<file path="config.mk">
export PLATFORM = sky130hd
export DESIGN_NAME = fwd_hazard_unit
export DESIGN_NICKNAME = d
export VERILOG_FILES = /design/src/rtl/fwd_hazard_unit.sv
export SDC_FILE = /design/constraint.sdc
export NUM_CORES = 1
export LEC_CHECK = 0
export BUFFER_PORTS_ARGS = -buffer_cell sky130_fd_sc_hd__buf_2
export CORE_MARGIN = 2
export CORE_UTILIZATION = 46
export DETAILED_ROUTE_END_ITERATION = 12
export PLACE_DENSITY = 0.68
export SLEW_MARGIN = 0
export SYNTH_ARGS = -nofsm -noshare
export SYNTH_HDL_FRONTEND = slang
export SYNTH_HIERARCHICAL = 1
export SYNTH_SLANG_ARGS = --single-unit
export TNS_END_PERCENT = 50
</file>
<file path="constraint.sdc">
create_clock -name clk_i -period 3.7 [get_ports clk_i]
set_input_delay 0.185 -clock clk_i [delete_from_list [all_inputs] [get_ports clk_i]]
set_output_delay 0.185 -clock clk_i [all_outputs]
set_load 0.02 [all_outputs]
</file>
<file path="src/rtl/fwd_hazard_unit.sv">
// Forwarding-select and load-use stall logic for an in-order pipeline that
// tracks the EX instruction plus DEPTH older post-EX stages.

module fwd_hazard_unit_chk #(
    parameter int NUM_SRC    = 2,
    parameter int DEPTH      = 2,
    parameter int LOAD_STAGE = 2,
    parameter int SW         = 2
) (
    input  logic                    rst_i,
    input  logic [DEPTH:0]          load_i,
    input  logic [NUM_SRC*SW-1:0]   fwd_sel_i
);

    function automatic logic ready_ok(input logic [SW-1:0] sel, input logic [DEPTH:0] ld);
        int s;
        s = int'(sel);
        if (s == 0 || s > DEPTH) begin
            return 1'b1;
        end else begin
            return s >= (ld[s] ? LOAD_STAGE : 1);
        end
    endfunction

    // A forwarding source must already hold its result when EX consumes it.
    always_comb begin
        for (int j = 0; j < NUM_SRC; j++) begin
            assert (rst_i || ready_ok(fwd_sel_i[j*SW +: SW], load_i));
        end
    end

endmodule

module fwd_hazard_unit #(
    parameter int NUM_SRC    = 2,
    parameter int DEPTH      = 2,
    parameter int LOAD_STAGE = 2,
    parameter int AW         = 5,
    parameter int CNT_W      = 16,
    localparam int SW        = $clog2(DEPTH + 1)
) (
    input  logic                    clk_i,
    input  logic                    rst_i,
    input  logic                    id_valid_i,
    input  logic [NUM_SRC*AW-1:0]   id_rs_i,
    input  logic [NUM_SRC-1:0]      id_rs_used_i,
    input  logic [AW-1:0]           id_rd_i,
    input  logic                    id_regwrite_i,
    input  logic                    id_load_i,
    input  logic                    flush_i,
    input  logic                    hold_i,
    output logic                    stall_o,
    output logic [NUM_SRC*SW-1:0]   fwd_sel_o,
    output logic [CNT_W-1:0]        stall_cnt_o
);

    // Entry 0 is EX; entry k is the k-th stage after EX.
    logic [DEPTH:0]             valid_q, valid_d;
    logic [DEPTH:0]             regwr_q, regwr_d;
    logic [DEPTH:0]             load_q, load_d;
    logic [DEPTH:0][AW-1:0]     rd_q, rd_d;
    logic [NUM_SRC*AW-1:0]      ex_rs_q, ex_rs_d;
    logic [NUM_SRC-1:0]         ex_used_q, ex_used_d;
    logic [CNT_W-1:0]           cnt_q, cnt_d;

    logic                       stall_s;
    logic                       load_en_s;
    logic [NUM_SRC-1:0]         raw_s;
    logic [NUM_SRC*SW-1:0]      fwd_sel_s;

    function automatic logic is_match(input logic v, input logic w,
                                      input logic [AW-1:0] rd, input logic [AW-1:0] a);
        return v & w & (rd == a) & (a != {AW{1'b0}});
    endfunction

    // Scanning oldest to youngest lets the youngest matching writer win.
    function automatic logic [SW-1:0] fwd_stage(input logic [AW-1:0] a,
                                                input logic [DEPTH:0] v,
                                                input logic [DEPTH:0] w,
                                                input logic [DEPTH:0][AW-1:0] rd);
        logic [SW-1:0] sel;
        sel = {SW{1'b0}};
        for (int s = DEPTH; s >= 1; s--) begin
            sel = is_match(v[s], w[s], rd[s], a) ? SW'(s) : sel;
        end
        return sel;
    endfunction

    function automatic logic late_result(input logic [AW-1:0] a,
                                         input logic [DEPTH:0] v,
                                         input logic [DEPTH:0] w,
                                         input logic [DEPTH:0] ld,
                                         input logic [DEPTH:0][AW-1:0] rd);
        logic late;
        late = 1'b0;
        for (int s = DEPTH - 1; s >= 0; s--) begin
            late = is_match(v[s], w[s], rd[s], a) ? (s + 1 < (ld[s] ? LOAD_STAGE : 1)) : late;
        end
        return late;
    endfunction

    // Hazard detection for ID sources and forward selection for EX sources.
    always_comb begin
        raw_s     = {NUM_SRC{1'b0}};
        fwd_sel_s = {(NUM_SRC*SW){1'b0}};
        for (int j = 0; j < NUM_SRC; j++) begin
            raw_s[j] = id_rs_used_i[j] &
                       late_result(id_rs_i[j*AW +: AW], valid_q, regwr_q, load_q, rd_q);
            fwd_sel_s[j*SW +: SW] = (valid_q[0] & ex_used_q[j]) ?
                                    fwd_stage(ex_rs_q[j*AW +: AW], valid_q, regwr_q, rd_q) :
                                    {SW{1'b0}};
        end
        stall_s = id_valid_i & ~flush_i & (|raw_s);
    end

    // Next state: shift the tracker, admit ID into EX or insert a bubble.
    always_comb begin
        load_en_s = id_valid_i & ~stall_s & ~flush_i;
        valid_d   = {valid_q[DEPTH-1:0], load_en_s};
        regwr_d   = {regwr_q[DEPTH-1:0], id_regwrite_i};
        load_d    = {load_q[DEPTH-1:0], id_load_i};
        rd_d      = {rd_q[DEPTH-1:0], id_rd_i};
        ex_rs_d   = id_rs_i;
        ex_used_d = id_rs_used_i;
        cnt_d     = (stall_s && (cnt_q != {CNT_W{1'b1}})) ? cnt_q + CNT_W'(1) : cnt_q;
    end

    // State registers; a freeze holds every entry and the counter.
    always_ff @(posedge clk_i) begin
        if (rst_i) begin
            valid_q   <= {(DEPTH+1){1'b0}};
            regwr_q   <= {(DEPTH+1){1'b0}};
            load_q    <= {(DEPTH+1){1'b0}};
            rd_q      <= {((DEPTH+1)*AW){1'b0}};
            ex_rs_q   <= {(NUM_SRC*AW){1'b0}};
            ex_used_q <= {NUM_SRC{1'b0}};
            cnt_q     <= {CNT_W{1'b0}};
        end else if (!hold_i) begin
            valid_q   <= valid_d;
            regwr_q   <= regwr_d;
            load_q    <= load_d;
            rd_q      <= rd_d;
            ex_rs_q   <= ex_rs_d;
            ex_used_q <= ex_used_d;
            cnt_q     <= cnt_d;
        end
    end

    assign stall_o     = stall_s;
    assign fwd_sel_o   = fwd_sel_s;
    assign stall_cnt_o = cnt_q;

    fwd_hazard_unit_chk #(
        .NUM_SRC    (NUM_SRC),
        .DEPTH      (DEPTH),
        .LOAD_STAGE (LOAD_STAGE),
        .SW         (SW)
    ) u_chk (
        .rst_i      (rst_i),
        .load_i     (load_q),
        .fwd_sel_i  (fwd_sel_s)
    );

endmodule

</file>
-- Yosys cells after proc, flatten, opt, wreduce, memory -nomap -nowiden
Cells that the tools add are included.
- bits in registers: 51
- input bits: 24
- output and inout bits: 21
- word-level logic and storage cells: 70
- $add $sub $neg: 1
- magnitude comparators: 2
- eq/ne operators: 9
- multiplexer cells: 12
- bitwise gates (word level): 30
- reduce and logical (&&, ||, !) cells: 7
- operator list (operator ; number):
    $eq A5 B5 Y1 ; 8
    $and A1 B1 Y1 ; 27
    $reduce_bool A5 Y1 ; 4
    $add A16 B1 Y16 const B ; 1
    $mux W2 ; 8
    $ne A16 B16 Y1 const B ; 1
    $mux W1 ; 4
    $not A1 Y1 ; 3
    $lt A1 B2 Y1 const A ; 1
    $lt A2 B2 Y1 const A ; 1
    $reduce_and A2 Y1 ; 1
    $reduce_or A2 Y1 ; 1
    $logic_and A1 B1 Y1 ; 1

-- Depth between registers and ports, before layout
Gate-level depths: netlist (run 1).
- depth after elaboration: 11
- depth in mapped cells: 8
- mapped depth without buffers: 7

-- Least setup slack after synthesis (run 1)
No wires, ideal clock.
- path type: register -> register
- start point: register cnt_q[0], in the netlist stall_cnt_o[0]
- end point: register cnt_q[15], in the netlist stall_cnt_o[15]
- setup time: 0.121 ns
- arrival: 1.989 ns
- data required time: 3.579 ns
- setup slack: 1.590 ns
- stages on the path, launching flop included: 8
- cell sequence: dfxtp_1 > ha_1 > nand3_1 > nor2_1 > a21oi_1 > nand4_2 > nor4_1 > mux2_2
- longest elaborated chain between the ends: 3
- elaborated cells on any way between the ends: 4
- those cells by class: add/sub: 1; eq/ne: 1; reduce/logical: 2
- RTL lines (what ; line ; RTL):
    start: declaration ; 64 ; logic [CNT_W-1:0] cnt_q, cnt_d;
    start signal: assignment ; 137 ; cnt_q <= {CNT_W{1'b0}};
    start signal: assignment ; 145 ; cnt_q <= cnt_d;
    branches (longest 3 deep; another with $add A16 B1 Y16) ; - ;
Several ways; the timed one is not identified.
A chain may end at the register's enable or synchronous reset.

-- Worst setup path after layout (run 1)
Same ends and word-level chain as after synthesis.

==> flow_summary_export.csv, run 1 <==
group,metric,value,unit
outcome,outcome,"completed",
synth,synth_enable_flop_cells,0,
synth,synth_top_family_by_area,"simple AND/OR/NAND/NOR gates",
synth,synth_compound_area_frac,0.07890,
global_route,grt_first_pass_wirelength,9287,µm
synth,synth_largest_area_cell,"sky130_fd_sc_hd__dfxtp_1",
worst_setup_path,critical_path.n_buffers_inverters,0,
floorplan,initial_core_util,0.4694,
synth,synth_top_area_share,0.3945,
synth,share_of_the_synthesized_netlist_area_taken_by_xor_and_xnor_gates,0.08974,
timing,final.min_clock_period,2.320,ns
timing,setup-violations-final,0,
finish,fillers,519,
synth,synth.net_count,301,
clock_network,numCtsBuffers,5,
clock_network,clk_pin_slew,0.09,ns
finish,area.sequential,1001,µm²
global_route,globalRoute.totalOverflow,0,
drt,drt-initial-drc-count,122,
worst_setup_path,crit_slowest_cell,"sky130_fd_sc_hd__a21oi_1",
timing,maxClockFrequency,431.0,MHz
worst_setup_path,crit_cells,7,
floorplan,x_dimension_of_the_die,78.27,µm
timing,setup-tns-final,0,ns
placed_design,globalplace.congestion,0.8461,
global_route,grt_pass1_vias,1959,
clock_network,htree_levels,2,
worst_setup_path,r2r_setup_slack,1.38,ns
drt,detail_route.wirelength,5455,µm
synth,yosys.cell_count.top_type,"sky130_fd_sc_hd__dfxtp_1",
worst_setup_path,crit_chain,"ha_1 -> nand3_1 -> nor2_1 -> a21oi_1 -> nand4_2 -> nor4_1 -> mux2_2",
run,max_cap_viol_count,0,
timing,timing.slew.headroom,0.3069,
floorplan,die_h,78.27,µm
finish,multi_input_area,1454,µm²
drt,detailedRoute.firstPassIterationCount,4,
worst_setup_path,critPathKind,"reg -> reg",
global_route,grt_max_degree,57,
timing,final.period_utilization,0.6271,
timing,finalClockSkew,0.007508,ns
finish,layout_cell_share_with_drive_strength_beyond_1,0.2025,
global_route,most_used_routing_layer_in_global_routing,"met2",
worst_setup_path,worst-path-max-fanout,10,
clock_network,ctsLongestPathBuffers,2,
timing,tightestPinTransition,1.040,ns
synth,post_synth_arst_share,0,
worst_setup_path,crit_arrival,2.52,ns
power,totalPowerFinal,1.046,mW
drt,route.vias.total,2112,
clock_network,cts.repair_timing.setup_buffer_count,0,
finish,final_net_count,340,
synth,number_of_unique_standard_cell_types_used_by_synthesis,38,
timing,setup_repair_after_global_routing_missed_its_margin,"no",
power,power.density,360.9,nW/µm²
synth,synth.cell_area,2537,µm²
synth,yosys_register_bits,50,
placed_design,post-place-cells,380,
placed_design,post-dp-hpwl,3879,µm
floorplan,die-area,6126,µm²
synth,synthSimpleGateAreaFrac,0.2431,
min_path,min_path_type,"in -> reg",
global_route,gr-usage-met2,0.3052,
power,power_leakage,1.166,nW
finish,final_util,0.5361,
clock_network,worstSkewPairLatency,0.30,ns
worst_setup_path,crit_required,3.90,ns
timing,final_max_slew_viol_count,0,
floorplan,placeableCoreArea,5405,µm²
clock_network,clock_sinks,50,
clock_network,clock_tree.root_cell,"sky130_fd_sc_hd__clkbuf_8",
worst_setup_path,timing.critical_path.slowest_cell_delay,0.41,ns
global_route,grt.met3_usage,0.04483,
floorplan,design.portCount,45,
drt,routed_wire_length_per_instance,14.06,µm
power,max-vdd-ir-drop,0.0002413,V
timing,timing.final.hold_violations,0,
global_route,antenna_found_initial,0,
synth,synthFlopType,"sky130_fd_sc_hd__dfxtp_1",
placed_design,buffer_ports.inserted,44,
synth,netlist_top_cells_count,"sky130_fd_sc_hd__dfxtp_1, sky130_fd_sc_hd__nor2_1, sky130_fd_sc_hd__mux2i_1, sky130_fd_sc_hd__xnor2_1, sky130_fd_sc_hd__nand4_1",
synth,syn-instance-count,276,
drt,avgViaCountPerCell,5.443,
synth,synth.yosys.warnings,6,
floorplan,placement_rows,27,
synth,yosys.area_share.adder,0.004931,
min_path,min_delay_path_depth,3,
finish,final_cells,388,
drt,drc_errors,0,
worst_setup_path,dominant_delay_contributor_by_cell_family_on_the_critical_path,"simple AND/OR/NAND/NOR gates",
synth,synth.top_cells.by_area,"sky130_fd_sc_hd__dfxtp_1, sky130_fd_sc_hd__mux2i_1, sky130_fd_sc_hd__xnor2_1, sky130_fd_sc_hd__nor2_1, sky130_fd_sc_hd__nand4_1",
finish,layout.cell_area.non_filler,2898,µm²
finish,antenna_cells,0,
clock_network,cts_tree,"done",
placed_design,instance_area_at_placement,2788,µm²
global_route,grtUsageMet1,0.2559,
worst_setup_path,setup.worst_path.start_class,"flip-flop",
worst_setup_path,cp-end-kind,"flip-flop",
global_route,gr-usage-all-layers,0.1895,
synth,yosys-mux-area-fraction,0.1563,
finish,area_growth,14.20,%
synth,post_synth.cell_area_avg,9.194,µm²
drt,drtAntennaViolNets,0,
clock_network,ctsResizeCount,0,
worst_setup_path,timing.reg2reg.worst_path_depth,7,
synth,synth-seq-area-share,0.3945,
clock_network,cts_hold_buffers,0,
## path summary, 6_finish.rpt
kind | startpoint | to
setup / recovery | stall_cnt_o[0]$_SDFFE_PP0P_ | stall_cnt_o[15]$_SDFFE_PP0P_
hold / removal | id_rd_i[2] | rd_d[7]$_SDFFE_PP0N_
setup reg to reg | stall_cnt_o[0]$_SDFFE_PP0P_ | stall_cnt_o[15]$_SDFFE_PP0P_
hold reg to reg | stall_cnt_o[14]$_SDFFE_PP0P_ | stall_cnt_o[14]$_SDFFE_PP0P_
## worst reg2reg max path, cell delays in order (launching register included)
cell and delay (ns):
sky130_fd_sc_hd__dfxtp_1 0.36, sky130_fd_sc_hd__ha_1 0.25, sky130_fd_sc_hd__nand3_1 0.11, sky130_fd_sc_hd__nor2_1 0.06, sky130_fd_sc_hd__a21oi_1 0.41, sky130_fd_sc_hd__nand4_2 0.34
sky130_fd_sc_hd__nor4_1 0.33, sky130_fd_sc_hd__mux2_2 0.37
## cell families (layout without fill, tap and decap cells)
family	Yosys count	after routing
AO/OA/AOI/OAI	27	27
XOR/XNOR	26	26
adder cells (fa/ha/maj)	1	1
buffers and inverters	18	58
flip-flops	50	50
multiplexers	39	39
AND/OR/NAND/NOR	115	115
## report_power, final
part	total, mW	leakage (nW)	internal, mW	switching [mW]
sequential	0.576	0.407	0.554	0.0220
combinational	0.105	0.701	0.0519	0.0532
clock	0.364	0.0575	0.189	0.175
total	1.05	1.17	0.795	0.251
## stage by stage
| step | worst slack [ns] | hold slack [ns] |
|---|---|---|
| after CTS | 1.372 | 0.1027 |
| final | 1.380 | 0.1081 |
| after global routing | 1.164 | 0.1132 |
| after detailed placement | 1.340 | 0.4240 |
| after floorplan | 1.590 | 0.3289 |
| after global placement | 1.449 | 0.4161 |
## layer usage
layer / wire (µm) / vias up
met2: 2584 / 56
met1: 2530 / 982
met4: 61 / 0
li1: - / 1067
met5: 0 / -
met3: 279 / 7
## cell type report
class	count	share of cell area
multi-input combinational	208	0.5017
sequential	50	0.3454
inverter	6	0.007772
clock buffer	8	0.03800
timing repair buffer	44	0.07599
tap	72	0.03109
## cells in the final DEF, fill, tap and decap left out, drive strengths merged, types with 3 or more instances in the layout
master,netlist,routed
dfxtp,50,50
nor2,48,48
buf,4,44
mux2i,34,34
xnor2,22,22
nand4,15,15
a21oi,12,12
or4,9,9
clkbuf,8,8
nand3,8,8
nand2,7,7
inv,6,6
nor4,6,6
nor2b,5,5
o21ai,5,5
or3,5,5
mux2,5,5
nor3,4,4
xor2,4,4
o31ai,4,4
and3,3,3
nand2b,3,3
## state kept, by name (all words and copies together), names as in the netlist
| signal | cells |
|---|---|
| valid_q | 3 |
| ex_rs_q | 10 |
| rd_q | 5 |
| stall_cnt_o | 16 |
| regwr_q | 3 |
| load_q | 1 |
| rd_d | 10 |
| ex_used_q | 2 |
Note: power is estimated with default switching activity, not from simulation.
==> inputs of run 2 (changes only) <==
Settings changed: PLACE_DENSITY 0.68 to 0.7.
Clock period 3.7 ns to 1.95 ns, I/O delays scaled along.
==> run 2 against run 1 <==
Count of clock-buffer cells in the layout down 2. Utilization up 7.2 points. Non-clock buffer count up 29. The run now ends with setup timing left.
==> flow_summary_export.csv, run 2 (synthesis gave the netlist of run 1 again) <==
group,metric,value,unit
worst_setup_path,cp-end-kind,"flip-flop",
drt,routed_wire_length_per_instance,14.48,µm
floorplan,x_dimension_of_the_die,78.27,µm
clock_network,numCtsBuffers,5,
power,totalPowerFinal,1.931,mW
timing,tightestPinTransition,0.5967,ns
global_route,antenna_found_initial,0,
min_path,min_path_type,"in -> reg",
worst_setup_path,worstSetupStartpoint,"rd_d[9]$_SDFFE_PP0N_",
clock_network,htree_levels,2,
worst_setup_path,critical_path.endpoint,"stall_cnt_o[9]$_SDFFE_PP0P_",
placed_design,globalplace.congestion,0.8980,
worst_setup_path,worst-path-max-fanout,8,
outcome,failed_checks,"setup timing",
floorplan,die-area,6126,µm²
worst_setup_path,crit_required,2.15,ns
timing,setup-tns-final,-0.2688,ns
outcome,outcome,"finished, violations left",
finish,final_util,0.6081,
timing,final_max_slew_viol_count,0,
placed_design,detailedPlace.worstSlack,-0.1694,ns
global_route,gr-usage-all-layers,0.2060,
worst_setup_path,critPathKind,"reg -> reg",
finish,fillers,478,
power,power_leakage,1.404,nW
timing,finalClockSkew,0.007208,ns
drt,route.vias.total,2194,
clock_network,cts_tree,"done",
finish,layout_cell_share_with_drive_strength_beyond_1,0.3265,
worst_setup_path,setup.worst_path.start_class,"flip-flop",
finish,antenna_cells,0,
timing,maxClockFrequency,496.0,MHz
finish,mostFrequentLayoutCell,"sky130_fd_sc_hd__dfxtp_1",
worst_setup_path,r2r_setup_slack,-0.07,ns
finish,highest_count_cells_in_the_layout_ignoring_fill_and_taps,"sky130_fd_sc_hd__dfxtp_1, sky130_fd_sc_hd__nor2_1, sky130_fd_sc_hd__buf_2",
drt,drt-initial-drc-count,42,
finish,largest_register_ff_count,16,
timing,timing.slew.headroom,0.6022,
timing,fin_ws,-0.06603,ns
floorplan,design.portCount,45,
run,max_cap_viol_count,0,
power,power.density,587.5,nW/µm²
power,max-vdd-ir-drop,0.0004385,V
timing,final.min_clock_period,2.016,ns
timing,setup_repair_after_global_routing_missed_its_margin,"yes",
floorplan,placement_rows,27,
worst_setup_path,regToRegEndpoint,"stall_cnt_o[9]$_SDFFE_PP0P_",
drt,avgViaCountPerCell,5.287,
global_route,grt_max_degree,35,
clock_network,clk_pin_slew,0.09,ns
drt,drc_errors,0,
worst_setup_path,crit_arrival,2.22,ns
clock_network,clock_tree.root_cell,"sky130_fd_sc_hd__clkbuf_8",
worst_setup_path,timing.reg2reg.worst_path_depth,9,
timing,timing.final.hold_violations,0,
placed_design,buffer_ports.inserted,44,
finish,final_net_count,369,
clock_network,cts_hold_buffers,0,
clock_network,worstSkewPairLatency,0.30,ns
global_route,grt_pass1_vias,2201,
drt,drtAntennaViolNets,0,
finish,area.sequential,1005,µm²
global_route,globalRoute.totalOverflow,0,
floorplan,die_h,78.27,µm
clock_network,clock_sinks,50,
drt,detail_route.wirelength,6008,µm
finish,multi_input_area,1604,µm²
drt,detailedRoute.firstPassIterationCount,4,
finish,area_growth,29.54,%
global_route,grt_first_pass_wirelength,10160,µm
worst_setup_path,r2r-start,"rd_d[9]$_SDFFE_PP0N_",
timing,final.period_utilization,1.034,
floorplan,initial_core_util,0.4694,
floorplan,placeableCoreArea,5405,µm²
placed_design,post-dp-hpwl,4352,µm
timing,setup-violations-final,10,
clock_network,ctsLongestPathBuffers,2,
run 2: cell count changes in the layout (fill, tap and decap cells not counted), sizes merged:
cell | before | now
buf | 44 | 73
clkbuf | 8 | 6
run 2: layout make-up:
type	instances	area share
well taps	72	0.02741
multi-input cells	208	0.4880
inverters	6	0.006852
flip-flops and latches	50	0.3057
repair buffers	73	0.1469
clock buffers	6	0.02512
run 2: power by group:
group	switching, mW	internal [mW]	leakage [nW]	total [mW]
sequential	0.0376	1.05	0.408	1.09
clock	0.319	0.274	0.0431	0.593
combinational	0.122	0.126	0.952	0.248
total	0.479	1.45	1.40	1.93
run 2: through the flow:
step | cell area, µm² | hold WS, ns | cells
final | 3287 | 0.02479 | 415
after global routing | 3287 | 0.02550 | 415
after CTS | 3232 | 0.02016 | 415
after detailed placement | 2990 | 0.3322 | 404
after global placement | 2990 | 0.3313 | 404
after floorplan | 2560 | 0.2414 | 276
run 2: routing by layer:
metal	global-route usage	wire length (µm)	share of wire	vias up
met5	0	0	0	-
met4	0.04912	46	0.0077	0
met3	0.04713	269	0.045	7
met2	0.3767	3001	0.50	58
met1	0.2437	2692	0.45	1017
li1	-	-	-	1112
run 2: repair_timing:
item | in CTS | in global routing
gates resized for setup | 25 | 13
endpoints found under the setup margin | 13 | 19
buffers inserted | 6 | 0
gates cloned | 0 | 0
pin swaps | 19 | 12
hold endpoints to repair | 0 | 0
run 2: worst min path at each step:
stage / startpoint / endpoint / cells past startpoint
after floorplan: id_rs_i[0] / ex_rs_q[0]$_SDFFE_PP0N_ / 2
after global placement: id_load_i / load_q[0]$_SDFFE_PP0N_ / 3
after detailed placement: id_rd_i[2] / rd_d[7]$_SDFFE_PP0N_ / 3
after CTS: id_rd_i[2] / rd_d[7]$_SDFFE_PP0N_ / 3
after global routing: id_rd_i[2] / rd_d[7]$_SDFFE_PP0N_ / 3
final: id_rd_i[2] / rd_d[7]$_SDFFE_PP0N_ / 3
run 2: worst max-delay path, stage by stage, from the launching register on:
cell and delay [ns]:
sky130_fd_sc_hd__dfxtp_2 0.37, sky130_fd_sc_hd__buf_6 0.11, sky130_fd_sc_hd__buf_6 0.10, sky130_fd_sc_hd__and2_4 0.14, sky130_fd_sc_hd__a21oi_2 0.04, sky130_fd_sc_hd__nor4_4 0.28, sky130_fd_sc_hd__o21bai_4 0.14, sky130_fd_sc_hd__buf_6 0.16
sky130_fd_sc_hd__nor4_4 0.26, sky130_fd_sc_hd__mux2_1 0.34
